[src/rtl/hex_word_streamer.sv]
// Streams binary words out as uppercase ASCII hex characters, MSB nibble first,
// with an optional separator after each word and an optional CR/LF every N words.
module hex_word_streamer #(
    parameter int unsigned NIBBLES        = 8,
    parameter bit          SEP_EN         = 1'b1,
    parameter logic [7:0]  SEP_CHAR       = 8'h20,
    parameter int unsigned WORDS_PER_LINE = 4
) (
    input  logic                 clk,
    input  logic                 rst,
    input  logic                 in_valid,
    output logic                 in_ready,
    input  logic [4*NIBBLES-1:0] in_word,
    output logic                 out_valid,
    input  logic                 out_ready,
    output logic [7:0]           out_data,
    output logic                 busy
);

    localparam int unsigned W     = 4 * NIBBLES;
    localparam int unsigned IDX_W = (NIBBLES > 1) ? $clog2(NIBBLES) : 1;
    localparam int unsigned LC_W  = (WORDS_PER_LINE > 1) ? $clog2(WORDS_PER_LINE) : 1;
    localparam logic [IDX_W-1:0] IDX_MSB  = IDX_W'(NIBBLES - 1);
    localparam logic [LC_W-1:0]  LC_LAST  = (WORDS_PER_LINE > 0) ? LC_W'(WORDS_PER_LINE - 1) : '0;
    localparam bit               BREAK_EN = (WORDS_PER_LINE != 0);

    typedef enum logic [2:0] {
        ST_IDLE  = 3'd0,
        ST_DIGIT = 3'd1,
        ST_SEP   = 3'd2,
        ST_CR    = 3'd3,
        ST_LF    = 3'd4
    } state_e;

    state_e            state_q, state_d;
    logic [W-1:0]      word_q, word_d;
    logic [IDX_W-1:0]  idx_q, idx_d;
    logic [LC_W-1:0]   line_q, line_d;
    logic              in_ready_q, out_valid_q, busy_q;
    logic [7:0]        out_data_q;
    logic [7:0]        out_char_s;

    function automatic logic [7:0] hex_ascii(input logic [3:0] nib);
        logic [7:0] ch;
        if (nib < 4'd10) begin
            ch = 8'h30 + {4'h0, nib};
        end else begin
            ch = 8'h37 + {4'h0, nib};
        end
        return ch;
    endfunction

    function automatic logic [3:0] pick_nibble(input logic [W-1:0] word,
                                               input logic [IDX_W-1:0] idx);
        logic [W-1:0] shifted;
        shifted = word >> {idx, 2'b00};
        return shifted[3:0];
    endfunction

    // Next-state logic for the sequencer, nibble index, word latch and line counter
    always_comb begin
        state_d = state_q;
        word_d  = word_q;
        idx_d   = idx_q;
        line_d  = line_q;
        case (state_q)
            ST_IDLE: begin
                if (in_valid) begin
                    word_d  = in_word;
                    idx_d   = IDX_MSB;
                    state_d = ST_DIGIT;
                end else begin
                    state_d = ST_IDLE;
                end
            end
            ST_DIGIT: begin
                if (!out_ready) begin
                    state_d = ST_DIGIT;
                end else if (idx_q != '0) begin
                    idx_d = idx_q - 1'b1;
                end else if (BREAK_EN && (line_q == LC_LAST)) begin
                    // A line break takes the separator's place at end of line.
                    line_d  = '0;
                    state_d = ST_CR;
                end else begin
                    if (BREAK_EN) begin
                        line_d = line_q + 1'b1;
                    end else begin
                        line_d = line_q;
                    end
                    state_d = SEP_EN ? ST_SEP : ST_IDLE;
                end
            end
            ST_SEP: begin
                if (out_ready) begin
                    state_d = ST_IDLE;
                end else begin
                    state_d = ST_SEP;
                end
            end
            ST_CR: begin
                if (out_ready) begin
                    state_d = ST_LF;
                end else begin
                    state_d = ST_CR;
                end
            end
            ST_LF: begin
                if (out_ready) begin
                    state_d = ST_IDLE;
                end else begin
                    state_d = ST_LF;
                end
            end
            default: begin
                state_d = ST_IDLE;
            end
        endcase
    end

    // Character that will be presented once the next state is entered
    always_comb begin
        out_char_s = 8'h00;
        case (state_d)
            ST_IDLE:  out_char_s = 8'h00;
            ST_DIGIT: out_char_s = hex_ascii(pick_nibble(word_d, idx_d));
            ST_SEP:   out_char_s = SEP_CHAR;
            ST_CR:    out_char_s = 8'h0D;
            ST_LF:    out_char_s = 8'h0A;
            default:  out_char_s = 8'h00;
        endcase
    end

    // State and registered handshake outputs; outputs never see inputs combinationally
    always_ff @(posedge clk) begin
        if (rst) begin
            state_q     <= ST_IDLE;
            word_q      <= '0;
            idx_q       <= '0;
            line_q      <= '0;
            in_ready_q  <= 1'b1;
            out_valid_q <= 1'b0;
            busy_q      <= 1'b0;
            out_data_q  <= 8'h00;
        end else begin
            state_q     <= state_d;
            word_q      <= word_d;
            idx_q       <= idx_d;
            line_q      <= line_d;
            in_ready_q  <= (state_d == ST_IDLE);
            out_valid_q <= (state_d != ST_IDLE);
            busy_q      <= (state_d != ST_IDLE);
            out_data_q  <= out_char_s;
        end
    end

    assign in_ready  = in_ready_q;
    assign out_valid = out_valid_q;
    assign busy      = busy_q;
    assign out_data  = out_data_q;

endmodule

[config.mk]
export PLATFORM = sky130hd
export DESIGN_NAME = hex_word_streamer
export DESIGN_NICKNAME = d
export VERILOG_FILES = /design/src/rtl/hex_word_streamer.sv
export SDC_FILE = /design/constraint.sdc
export NUM_CORES = 1
export LEC_CHECK = 0
export ABC_AREA = 0
export CAP_MARGIN = 10
export CORE_AREA = 2 2 72 74
export DETAILED_ROUTE_END_ITERATION = 16
export DIE_AREA = 0 0 74 76
export MAX_ROUTING_LAYER = met4
export PLACE_DENSITY = 0.79
export SLEW_MARGIN = 20
export SYNTH_ARGS = -nofsm -noshare
export SYNTH_HDL_FRONTEND = slang
export SYNTH_SLANG_ARGS = --single-unit
[constraint.sdc]
create_clock -name clk -period 3.4 [get_ports clk]
set_input_delay 0.34 -clock clk [delete_from_list [all_inputs] [get_ports clk]]
set_output_delay 0.34 -clock clk [all_outputs]
set_load 0.03 [all_outputs]
==> results.toml <==
[critical_path]
endpoint_kind = "flop"
crit_slowest_cell = "clkdlybuf4s50_1"
critPathMaxStageDelay_ps = 600
crit_type = "in -> reg"
worstSetupStartpointType = "primary input"
cp.depth = 11
cp_max_fo = 10
r2r_start = "idx_q[1]$_SDFF_PP0_"
critical_path.top_delay_family = "simple AND/OR/NAND/NOR gates"
r2r_setup_slack_ps = 520
r2r_cells = 11
worstPathCellList = "clkdlybuf4s50_1 -> nor4bb_1 -> buf_4 -> a21oi_1 -> or3b_1 -> a32oi_1 -> a2bb2oi_2 -> ha_1 -> nor2_1 -> o21a_1 -> nor2b_1"
worstReg2RegEnd = "out_data[0]$_SDFF_PP0_"
path_buf_inv = 2
cp.arrival_ps = 3180
cp.required_ps = 3600

[clock_tree]
cts_resized = 0
cts.sinks = 49
post-cts-setup-buffers = 0
htreeDepth = 2
cts_tree = "built"
root_buffer = "clkbuf_8"
clk_pin_slew_ps = 90
worstSkewPairLatency_ps = 310
clock_path_buffers = 2
cts_buffers = 5
cts-hold-fix-buffers = 0

[die]
ios = 47
fp-row-count = 26
core_area_um2 = 4910
die_width_um = 74
die_area_um2 = 5620
start_util = 0.501
die_y_um = 76

[timing]
finalSetupTns_ps = 0
fin_crit_ps = 2980
final_hold_viol_count = 0
fin_skew_ps = 11.5
max_freq_mhz = 336
slew_headroom = 0.546
fin_ws_ps = 422
rsz0062_at_grt = "false"
setup_viol = 0
slew_viol_final = 0
worstMarginPinSlew_ps = 676
finalCritPeriodShare = 0.876

[detailed_routing]
firstDrtPassIters = 4
ant_nets = 0
drc = 0
vias_per_cell = 5.45
wl_per_cell_um = 13.6
vias = 2327
wirelength_mm = 5.81
drt_iter0_markers = 203

[final_layout]
finalInstanceArea_um2 = 3110
syn_to_final_growth_pct = 26.4
diodes = 0
n_fill_cell = 448
final_util = 0.633
fin_nets = 396
drive_gt1_frac = 0.0756

[yosys]
synth_edf_count = 0
ys_dominant_reg_cell = "dfxtp_1"
synthDistinctLibCells = 52
synthTopCellsByArea = "dfxtp_1 (40%), nand2_1 (12%), a21oi_1 (8.7%)"
synth_top_area_frac = 0.399
synthTopCellsByCount = "nand2_1 (78), dfxtp_1 (49), a21oi_1 (43)"
postSynthAreaPerCell_um2 = 7.86
yosysWarningCount = 0
ys_seq_area_frac = 0.399
synth_area_um2 = 2460
synth_seq_cells = 49
synth_top_area_cell = "dfxtp_1"
syn-num-nets = 353
async_reset_ff_frac = 0
yosysMostFrequentCell = "nand2_1"
syn_inst = 313

[power_and_ir_drop]
peakVddDrop_uv = 251
leakage_nw = 1.20
power_mw = 1.55
p_per_area_nw_per_um2 = 498

[global_routing]
overflow = 0
first_global_vias = 2178
grt_max_degree = 44
antenna_found_initial = 0
grt_pass1_wl_mm = 9.89
grt_util_all_layers = 0.226

[min_path]
hp-start = "word_q[4]$_SDFF_PP0_"
whs_path_depth = 2
hp-class = "reg -> reg"
hold_end = "word_q[4]$_SDFF_PP0_"

[placement]
place.gp.congestion = 0.948
pre_cts_ws_ps = 176
portBuffers = 45
hpwl_mm = 4.18
dpl_cell_area_um2 = 3000

[run]
cap_violations = 0

[status]
status = "finished clean"
## where the power goes
| group | leakage [nW] | internal [mW] | switching [mW] | total, mW |
|---|---|---|---|---|
| combinational | 0.735 | 0.205 | 0.262 | 0.467 |
| sequential | 0.403 | 0.621 | 0.0278 | 0.649 |
| clock | 0.0585 | 0.240 | 0.195 | 0.435 |
## placed cells by master, fill, tap and decap left out, drive strengths merged, types with 2 or more instances in the layout
cell type | netlist | final
clkbuf | 11 | 7
a32oi | 3 | 3
nor3 | 8 | 8
o31a | 2 | 2
o31ai | 2 | 2
and3 | 2 | 2
o41ai | 2 | 2
o21ai | 9 | 9
a31oi | 3 | 3
nor2b | 6 | 6
nand2 | 78 | 78
o211ai | 4 | 4
dfxtp | 49 | 49
inv | 8 | 8
nand3 | 5 | 5
a21oi | 43 | 43
clkdlybuf4s50 | 0 | 45
nor4b | 2 | 2
nor2 | 24 | 24
buf | 10 | 12
ha | 4 | 4
mux2i | 11 | 11
o2111ai | 2 | 2
o22ai | 2 | 2
a221o | 3 | 3
## registers in the layout (all words and copies together), names as in the netlist
name and count:
word_q 32, out_data 7, idx_q 3, state_q 3, line_q 2, busy 1
in_ready 1
## worst register-to-register path: cells and delay by family (launching register included)
kind	cells	cell delay, ps
adders and majority gates	1	180
DFF	1	340
buffers and inverters	2	280
muxes	1	170
and+or+nand+nor	5	1010
AOI/OAI and AO/OA	2	840
## area by class of cell
type	instances	area (µm²)	area share
clock inverter	1	30.0	0.00965
tap	70	87.6	0.0281
inverter	8	30.0	0.00965
multi-input combinational	235	1360	0.436
timing repair buffer	57	541	0.174
sequential	49	981	0.315
clock buffer	7	86.3	0.0277
## worst max path at each step
stage / endpoint / from
after floorplan: out_data[0]$_SDFF_PP0_ / idx_q[0]$_SDFF_PP0_
after global placement: out_data[0]$_SDFF_PP0_ / out_ready
after detailed placement: out_data[6]$_SDFF_PP0_ / out_ready
after CTS: out_data[6]$_SDFF_PP0_ / out_ready
after global routing: out_data[1]$_SDFF_PP0_ / out_ready
final: out_data[6]$_SDFF_PP0_ / out_ready
## logic make-up (layout without fill, tap and decap cells)
| kind of cell | Yosys count | after routing | share of synthesized area |
|---|---|---|---|
| muxes | 12 | 12 | 0.0493 |
| other | 1 | 1 | 0.00152 |
| and+or+nand+nor | 135 | 135 | 0.264 |
| adders and majority gates | 4 | 4 | 0.0203 |
| buffers and inverters | 29 | 73 | 0.0503 |
| AOI/OAI and AO/OA | 83 | 83 | 0.216 |
| DFF | 49 | 49 | 0.399 |
## routing by layer
layer / global-route usage / part of all wire / up-vias
met2: 0.350 / 0.48 / 83
met5: - / 0 / -
li1: - / - / 1178
met4: 0.0655 / 0.013 / 0
met1: 0.292 / 0.45 / 1056
met3: 0.0529 / 0.057 / 10
## per-stage QoR
stage          cells  hold slack [ps]
2_1_floorplan    313              432
3_3_place_gp     419              442
3_5_place_dp     419              450
4_1_cts          427              462
5_1_grt          427              477
6_report         427              459
Power figures use the tool's default switching activity.
